===== config.mk =====
export PLATFORM = sky130hd
export DESIGN_NAME = uart_cmd_decoder
export DESIGN_NICKNAME = d
export VERILOG_FILES = /design/src/rtl/uart_cmd_decoder.sv
export SDC_FILE = /design/constraint.sdc
export NUM_CORES = 1
export LEC_CHECK = 0
export CAP_MARGIN = 25
export CORE_ASPECT_RATIO = 1.75
export CORE_MARGIN = 3
export CORE_UTILIZATION = 45
export CTS_BUF_LIST = sky130_fd_sc_hd__clkbuf_4
export DETAILED_ROUTE_END_ITERATION = 8
export PLACE_DENSITY = 0.78
export SLEW_MARGIN = 10
export SYNTH_ARGS = -nofsm -noshare
export SYNTH_HDL_FRONTEND = slang
export SYNTH_SLANG_ARGS = --single-unit

===== constraint.sdc =====
create_clock -name CLK -period 2.04 [get_ports CLK]
set_clock_uncertainty 0.1 [all_clocks]
set_input_delay 0.408 -clock CLK [delete_from_list [all_inputs] [get_ports CLK]]
set_output_delay 0.408 -clock CLK [all_outputs]
set_load 0.005 [all_outputs]

===== src/rtl/uart_cmd_decoder.sv =====
// UART command-frame decoder: turns validated RX bytes into register-file
// writes/reads and ALU operations, and pushes read data / ALU results
// (low byte first) into the TX FIFO. All outputs are registered.
module uart_cmd_decoder #(
  parameter int DATA_WIDTH     = 8,
  parameter int ALU_DATA_WIDTH = 16,
  parameter int ALU_FUNC_WIDTH = 4,
  parameter int ADDR_WIDTH     = 4
) (
  input  logic                      CLK,
  input  logic                      RST,
  input  logic [DATA_WIDTH-1:0]     RX_P_DATA,
  input  logic                      RX_D_VLD,
  input  logic [DATA_WIDTH-1:0]     RF_RD_DATA,
  input  logic                      RF_RD_DATA_VLD,
  input  logic [ALU_DATA_WIDTH-1:0] ALU_OUT,
  input  logic                      ALU_OUT_VLD,
  input  logic                      FIFO_FULL,
  output logic [ADDR_WIDTH-1:0]     RF_ADDR,
  output logic [DATA_WIDTH-1:0]     RF_WR_DATA,
  output logic                      RF_WR_EN,
  output logic                      RF_RD_EN,
  output logic [ALU_FUNC_WIDTH-1:0] ALU_FUN,
  output logic                      ALU_EN,
  output logic                      CLK_GATE_EN,
  output logic [DATA_WIDTH-1:0]     FIFO_WR_DATA,
  output logic                      FIFO_WR_INC,
  output logic                      CMD_ERR,
  output logic                      OVERRUN
);

  localparam logic [DATA_WIDTH-1:0] CMD_WR     = DATA_WIDTH'(8'hAA);
  localparam logic [DATA_WIDTH-1:0] CMD_RD     = DATA_WIDTH'(8'hBB);
  localparam logic [DATA_WIDTH-1:0] CMD_ALU_OP = DATA_WIDTH'(8'hCC);
  localparam logic [DATA_WIDTH-1:0] CMD_ALU_NO = DATA_WIDTH'(8'hDD);

  typedef enum logic [3:0] {
    IDLE, WR_ADDR, WR_DATA, RD_ADDR, RD_WAIT,
    ALU_A, ALU_B, ALU_FN, ALU_WAIT, PUSH_LO, PUSH_HI
  } state_t;

  state_t                      state_q, state_d;
  logic                        single_q, single_d;
  logic [ADDR_WIDTH-1:0]       addr_q, addr_d;
  logic [ALU_DATA_WIDTH-1:0]   res_q, res_d;

  logic [ADDR_WIDTH-1:0]       rf_addr_d;
  logic [DATA_WIDTH-1:0]       rf_wr_data_d;
  logic                        rf_wr_en_d, rf_rd_en_d;
  logic [ALU_FUNC_WIDTH-1:0]   alu_fun_d;
  logic                        alu_en_d, clk_gate_en_d;
  logic [DATA_WIDTH-1:0]       fifo_wr_data_d;
  logic                        fifo_wr_inc_d, cmd_err_d, overrun_d;

  // Next-state and next-output decode
  always_comb begin
    state_d        = state_q;
    single_d       = single_q;
    addr_d         = addr_q;
    res_d          = res_q;
    rf_addr_d      = RF_ADDR;
    rf_wr_data_d   = RF_WR_DATA;
    alu_fun_d      = ALU_FUN;
    fifo_wr_data_d = FIFO_WR_DATA;
    rf_wr_en_d     = 1'b0;
    rf_rd_en_d     = 1'b0;
    alu_en_d       = 1'b0;
    fifo_wr_inc_d  = 1'b0;
    cmd_err_d      = 1'b0;
    overrun_d      = 1'b0;

    case (state_q)
      IDLE: if (RX_D_VLD) begin
        case (RX_P_DATA)
          CMD_WR:     state_d = WR_ADDR;
          CMD_RD:     state_d = RD_ADDR;
          CMD_ALU_OP: state_d = ALU_A;
          CMD_ALU_NO: state_d = ALU_FN;
          default:    cmd_err_d = 1'b1;
        endcase
      end
      WR_ADDR: if (RX_D_VLD) begin
        addr_d  = RX_P_DATA[ADDR_WIDTH-1:0];
        state_d = WR_DATA;
      end
      WR_DATA: if (RX_D_VLD) begin
        rf_addr_d    = addr_q;
        rf_wr_data_d = RX_P_DATA;
        rf_wr_en_d   = 1'b1;
        state_d      = IDLE;
      end
      RD_ADDR: if (RX_D_VLD) begin
        rf_addr_d  = RX_P_DATA[ADDR_WIDTH-1:0];
        rf_rd_en_d = 1'b1;
        state_d    = RD_WAIT;
      end
      RD_WAIT: begin
        overrun_d = RX_D_VLD;
        if (RF_RD_DATA_VLD) begin
          res_d    = ALU_DATA_WIDTH'(RF_RD_DATA);
          single_d = 1'b1;
          state_d  = PUSH_LO;
        end
      end
      ALU_A: if (RX_D_VLD) begin
        rf_addr_d    = '0;
        rf_wr_data_d = RX_P_DATA;
        rf_wr_en_d   = 1'b1;
        state_d      = ALU_B;
      end
      ALU_B: if (RX_D_VLD) begin
        rf_addr_d    = ADDR_WIDTH'(1);
        rf_wr_data_d = RX_P_DATA;
        rf_wr_en_d   = 1'b1;
        state_d      = ALU_FN;
      end
      ALU_FN: if (RX_D_VLD) begin
        alu_fun_d = RX_P_DATA[ALU_FUNC_WIDTH-1:0];
        alu_en_d  = 1'b1;
        state_d   = ALU_WAIT;
      end
      ALU_WAIT: begin
        overrun_d = RX_D_VLD;
        if (ALU_OUT_VLD) begin
          res_d    = ALU_OUT;
          single_d = 1'b0;
          state_d  = PUSH_LO;
        end
      end
      // A dropped byte defers the push by one cycle so OVERRUN and
      // FIFO_WR_INC never share a cycle.
      PUSH_LO: begin
        if (RX_D_VLD) begin
          overrun_d = 1'b1;
        end else if (!FIFO_FULL) begin
          fifo_wr_data_d = res_q[DATA_WIDTH-1:0];
          fifo_wr_inc_d  = 1'b1;
          state_d        = single_q ? IDLE : PUSH_HI;
        end
      end
      PUSH_HI: begin
        if (RX_D_VLD) begin
          overrun_d = 1'b1;
        end else if (!FIFO_FULL) begin
          fifo_wr_data_d = res_q[2*DATA_WIDTH-1:DATA_WIDTH];
          fifo_wr_inc_d  = 1'b1;
          state_d        = IDLE;
        end
      end
      default: state_d = IDLE;
    endcase

    // Gate stays open while the ALU is being programmed or computing.
    clk_gate_en_d = (state_d == ALU_FN) || (state_d == ALU_WAIT);
  end

  // Control state and registered outputs
  always_ff @(posedge CLK or posedge RST) begin
    if (RST) begin
      state_q      <= IDLE;
      single_q     <= 1'b0;
      RF_ADDR      <= '0;
      RF_WR_DATA   <= '0;
      RF_WR_EN     <= 1'b0;
      RF_RD_EN     <= 1'b0;
      ALU_FUN      <= '0;
      ALU_EN       <= 1'b0;
      CLK_GATE_EN  <= 1'b0;
      FIFO_WR_DATA <= '0;
      FIFO_WR_INC  <= 1'b0;
      CMD_ERR      <= 1'b0;
      OVERRUN      <= 1'b0;
    end else begin
      state_q      <= state_d;
      single_q     <= single_d;
      RF_ADDR      <= rf_addr_d;
      RF_WR_DATA   <= rf_wr_data_d;
      RF_WR_EN     <= rf_wr_en_d;
      RF_RD_EN     <= rf_rd_en_d;
      ALU_FUN      <= alu_fun_d;
      ALU_EN       <= alu_en_d;
      CLK_GATE_EN  <= clk_gate_en_d;
      FIFO_WR_DATA <= fifo_wr_data_d;
      FIFO_WR_INC  <= fifo_wr_inc_d;
      CMD_ERR      <= cmd_err_d;
      OVERRUN      <= overrun_d;
    end
  end

  // Internal data latches (only consumed after the FSM has loaded them)
  always_ff @(posedge CLK) begin
    addr_q <= addr_d;
    res_q  <= res_d;
  end

endmodule


==> results.json <==
{
  "status": "finished clean",
  "dieArea_sq_mm": 0.00682,
  "track_usage_pct": 18.2,
  "start_kind": "flip-flop",
  "final_common_cell": "clkdlybuf4s50_1",
  "worst_slack_ps": 160,
  "avgRoutedWirePerCell_um": 15.6,
  "cts_tree": "built",
  "synthArstFlopShare_pct": 64.3,
  "die_h_um": 107,
  "p_sw_share_pct": 29.2,
  "rr_worst_depth": 6,
  "die_width_um": 63.7,
  "vias_per_cell": 5.22,
  "yosys_warnings": 0,
  "ys_top_cells_by_area": "dfrtp_1, edfxtp_1, mux2_2",
  "layout_common_cells": "clkdlybuf4s50_1, dfrtp_1, buf_4, mux2_2, edfxtp_1",
  "design_area_sq_mm": 0.00360,
  "port-buffer-count": 68,
  "reg2reg_from": "state_q[1]",
  "io_pins": 69,
  "area_growth_pct": 37.1,
  "max_stage_delay_ps": 610,
  "cts_inserted_buffers": 5,
  "final_nets": 333,
  "post_cts_buffers": 0,
  "clk_transition_reported_paths_ps": 140,
  "grt_max_degree": 37,
  "place_area_sq_mm": 0.00351,
  "drv_cap": 0,
  "crit_path_end_kind": "flip-flop",
  "n_antenna_cell": 0,
  "gp_congestion": 0.874,
  "tightest_slew_ps": 480,
  "power.total_mw": 3.72,
  "p_leak_nw": 1.50,
  "cts_root_buffer": "clkbuf_4",
  "yosysSeqAreaShare_pct": 57.3,
  "grt_pass1_wl_um": 9540,
  "synth.top_cell.area_share_pct": 34.4,
  "drc": 0,
  "p_switching_mw": 1.09,
  "netlist_area_sq_mm": 0.00262,
  "postSynthCellCount": 209,
  "rr_endpoint": "RF_ADDR[2]",
  "drive_gt1_share_pct": 20.6,
  "ys.flop_type": "dfrtp_1",
  "hold_buffers": 0,
  "p_seq_share_pct": 44.4,
  "rsz0062_at_grt": "false",
  "r2r_setup_slack_ps": 160,
  "final-hold-violation-count": 0,
  "period_minus_slack_ps": 1880,
  "critPathKind": "flip-flop to flip-flop",
  "grt_pass1_vias": 2001,
  "antenna_found_initial": 0,
  "synth.avg_cell_area_sq_um": 12.5,
  "pwr-share-comb_pct": 39.5,
  "critPathMaxFanout": 9,
  "hold_ws_ps": 318,
  "ir_worst_vdd_v": 0.000671,
  "slew-limit-headroom_pct": 68.0,
  "clkPwrFrac_pct": 16.1,
  "crit_arrival_ps": 2050,
  "grt_overflow": 0,
  "internal-power_mw": 2.64,
  "setup_violations": 0,
  "h-tree-depth": 2,
  "core_sq_mm": 0.00559,
  "drtPass1Iterations": 4,
  "ys_ff_latch": 56,
  "clock_latency_ps": 360,
  "cp.required_ps": 2210,
  "slew_viol_final": 0,
  "period_share_pct": 92.2,
  "drtIter0Drc": 59,
  "clock-sinks": 56,
  "num_vias": 1942,
  "place_ws_ps": -132,
  "detail-route-antenna-nets": 0,
  "synth_fp_nets": 247,
  "clockBufferDepth": 2,
  "path_cells": "buf_4 -> xor2_1 -> nand2_1 -> a21o_1 -> a22o_1 -> mux2_4",
  "synth_edf_count": 20,
  "min_path_type": "input pin to asynchronous set/reset pin",
  "critPathSlowestCell": "dfrtp_1",
  "wl_um": 5800,
  "postCtsResizedCells": 0,
  "ys_types": 48,
  "rows": 36,
  "dp_hpwl_um": 4560,
  "power_density_mw_per_mm2": 1040,
  "yosysTopAreaCell": "dfrtp_1",
  "start_util_pct": 47.0,
  "clock.fmax_mhz": 532
}
[how the worst max path moves through the flow]
stage | start | slack (ps) | endpoint
finish | state_q[1] | 160 | RF_ADDR[2]
global route | state_q[1] | 30 | CLK_GATE_EN
CTS | state_q[1] | 150 | RF_ADDR[2]
detailed placement | RX_P_DATA[6] | -130 | CLK_GATE_EN
global placement | RX_P_DATA[1] | -100 | CLK_GATE_EN
floorplan | state_q[2] | 170 | CLK_GATE_EN
[final cells by class]
| type | instances | area [sq um] |
|---|---|---|
| Multi-Input combinational cell | 137 | 1040 |
| Sequential cell | 56 | 1500 |
| Clock inverter | 1 | 30.0 |
| Tap cell | 76 | 95.1 |
| Clock buffer | 7 | 52.6 |
| Inverter | 4 | 15.0 |
| Fill cell | 471 | 1990 |
| Timing Repair Buffer | 91 | 866 |
[critical path: cells and delay by family (launching register included)]
family,cells,cell delay (ps)
flops,1,610
compound gates,2,380
mux,1,250
buf+inv,1,240
xor+xnor,1,140
simple gates,1,70
[power by group through the flow]
stage,combinational [mW],sequential (mW),clock [mW]
global placement,1.46,1.67,0
global route,1.61,1.68,0.665
detailed placement,1.49,1.68,0
finish,1.47,1.65,0.600
CTS,1.50,1.66,0.621
floorplan,0.801,1.63,0
[synth_stat cells, drive strengths merged (4+ instances only)]
cell,number
o21ai,15
a21oi,4
mux2i,9
nor2,12
nand2b,5
and3,10
inv,4
mux2,24
nor2b,5
buf,11
edfxtp,20
nand2,15
dfrtp,36
[per-layer routing]
layer	vias up	GRT usage, %	part of all wire (%)
li1	933	-	-
met1	924	19.1	36
met3	10	3.77	4.8
met4	0	7.26	2.4
met2	75	34.4	56
met5	-	0	0
[flip-flops by register name, indices dropped and copies added (netlist names), 4 cells and up]
signal / flops
RF_WR_DATA: 8
state_q: 4
RF_ADDR: 4
addr_q: 4
FIFO_WR_DATA: 8
ALU_FUN: 4
res_q: 16
[per-stage QoR]
step	utilization (%)	instances	setup TNS, ps
finish	64.4	372	0
global route	64.4	372	0
CTS	64.4	372	0
floorplan	-	209	0
detailed placement	62.9	364	-595
global placement	62.9	364	-254
[logic make-up (layout without fill, tap and decap cells)]
| logic type | after synthesis | after routing | synth area share (%) |
|---|---|---|---|
| and+or+nand+nor | 63 | 63 | 14.1 |
| DFF | 56 | 56 | 57.3 |
| AOI/OAI and AO/OA | 39 | 39 | 10.3 |
| muxes | 33 | 33 | 14.3 |
| buffers and inverters | 16 | 103 | 3.39 |
| xor gates and xnor gates | 2 | 2 | 0.668 |
Note: power is estimated with default switching activity, not from simulation.
==> RTL edit (same settings) <==
The parameter `DATA_WIDTH` goes from 8 to 7.
--- a/src/rtl/uart_cmd_decoder.sv
+++ b/src/rtl/uart_cmd_decoder.sv
@@ -2,7 +2,7 @@
 // writes/reads and ALU operations, and pushes read data / ALU results
 // (low byte first) into the TX FIFO. All outputs are registered.
 module uart_cmd_decoder #(
-  parameter int DATA_WIDTH     = 8,
+  parameter int DATA_WIDTH     = 7,
   parameter int ALU_DATA_WIDTH = 16,
   parameter int ALU_FUNC_WIDTH = 4,
   parameter int ADDR_WIDTH     = 4
Ports: changed (resized FIFO_WR_DATA, RF_RD_DATA, RF_WR_DATA and RX_P_DATA); port bits go from 69 to 65. The function was not compared with the original's and may differ.
==> RTL edit against the unedited design <==
Worst setup slack got worse by 0.052 ns. Utilization is 1.1 points higher. Area after synthesis is 7.2% lower. Routed wire length decreased by 15%. Clock power down 21%. Power shrank 10%. Combinational power fell by 12%. Cell area is 7.0% lower. Sequential cell count fell by 4. First-iteration DRC count grew 27%.
==> RTL edit: results (changes against the unedited design) <==
[layout]
final-nonclk-buf-share_pct=25.0  ; +0.92 points
layout.comb_gates.multi_input=129  ; -5.8%
seq_cell_count=52  ; -7.1%
multi_input_area_um2=971  ; -6.3%

[placed_design]
place.port_buffers=62  ; -8.8%
post-place-cells=328  ; -9.9%

[synth]
fraction_of_the_mapped_netlist_area_in_compound_gates_pct=8.48  ; -1.8 points
synth_fp_nets=231  ; -6.5%
netlist-cell-type-count=47  ; -2.1%
synth_top_cells_by_area=dfrtp_1, edfxtp_1, mux2_2
number_of_flops_mapped_to_enable_cells_by_yosys=18  ; -10%
synthXorXnorAreaFrac_pct=1.08  ; +0.41 points
yosys-top-cells-count=dfrtp_1, edfxtp_1, mux2_2, nand2_1
post_synth.cell_area_avg_um2=12.5  ; -0.49%
synth-seq-area-share_pct=57.1  ; -0.11 points
yosys.area_share.adder_pct=0.411  ; +0.41 points

[drt]
totalWireLength_mm=4.95  ; -15%
vias_per_cell=5.38  ; +3.1%

[setup_path]
cp_max_fo=13  ; +4
reg2reg_depth=5  ; -1
worstReg2RegEnd=CLK_GATE_EN$_DFF_PP0_
timing.critical_path.slowest_cell_delay_ns=0.56  ; -0.05 ns
worstSetupEndpoint=CLK_GATE_EN$_DFF_PP0_
launch_point_of_the_worst_path=state_q[0]$_DFF_PP0_
ff2ff_setup_slack_ns=0.11  ; -0.05 ns

[global_route]
grtUsageTotal_pct=17.3  ; -0.91 points
grt_start_max_net_pins=35  ; -5.4%
grt_pass1_vias=1799  ; -10%
grt_first_pass_wirelength_mm=8.21  ; -14%

[run_status]
result_of_the_run=completed

-- RTL edit: repair_timing --
action                     4_1_cts  5_1_grt
hold buffers                     0        0
gates resized for setup          0        1
setup endpoints to repair        0        7
-- RTL edit: power by group through the flow --
stage | Combinational, µW | Sequential (µW) | Clock, µW
after CTS | 1330 | 1560 | 495
final | 1300 | 1560 | 476
after global routing | 1440 | 1600 | 544
after global placement | 1300 | 1570 | 0
after detailed placement | 1320 | 1590 | 0
after floorplan | 625 | 1560 | 0
-- RTL edit: layer usage --
layer  vias to the layer above  routed length, µm  global-route usage (%)
li1                        876                  -                       -
met1                       853               1800                    19.3
met2                        64               2790                    30.4
met3                        15                225                    3.60
met4                         0                142                    7.52
met5                         -                  0                       0
-- RTL edit: how the worst min path moves through the flow --
stage	start	end	slack (ns)	cells after the start
2_1_floorplan	single_q$_DFFE_PP0P_	single_q$_DFFE_PP0P_	0.34	2
3_3_place_gp	single_q$_DFFE_PP0P_	single_q$_DFFE_PP0P_	0.36	2
3_5_place_dp	single_q$_DFFE_PP0P_	single_q$_DFFE_PP0P_	0.36	2
4_1_cts	RST	state_q[2]$_DFF_PP0_	0.33	3
5_1_grt	RST	state_q[2]$_DFF_PP0_	0.37	3
6_report	RST	RF_ADDR[0]$_DFFE_PP0P_	0.32	3
-- RTL edit: cells by family after synthesis --
family          count (synthesis)
buf+inv                        14
fa+ha+maj                       1
simple gates                   65
compound gates                 30
xor+xnor                        3
mux                            30
flops                          52
-- RTL edit: stage by stage --
stage	total power (µW)	hold WS [ns]	cell area (µm²)	TNS, ns
after CTS	3380	0.328	3340	0
after detailed placement	2910	0.360	3280	-1.03
after floorplan	2190	0.338	2440	0
after global placement	2870	0.357	3280	-0.734
final	3340	0.323	3340	0
after global routing	3580	0.365	3340	0
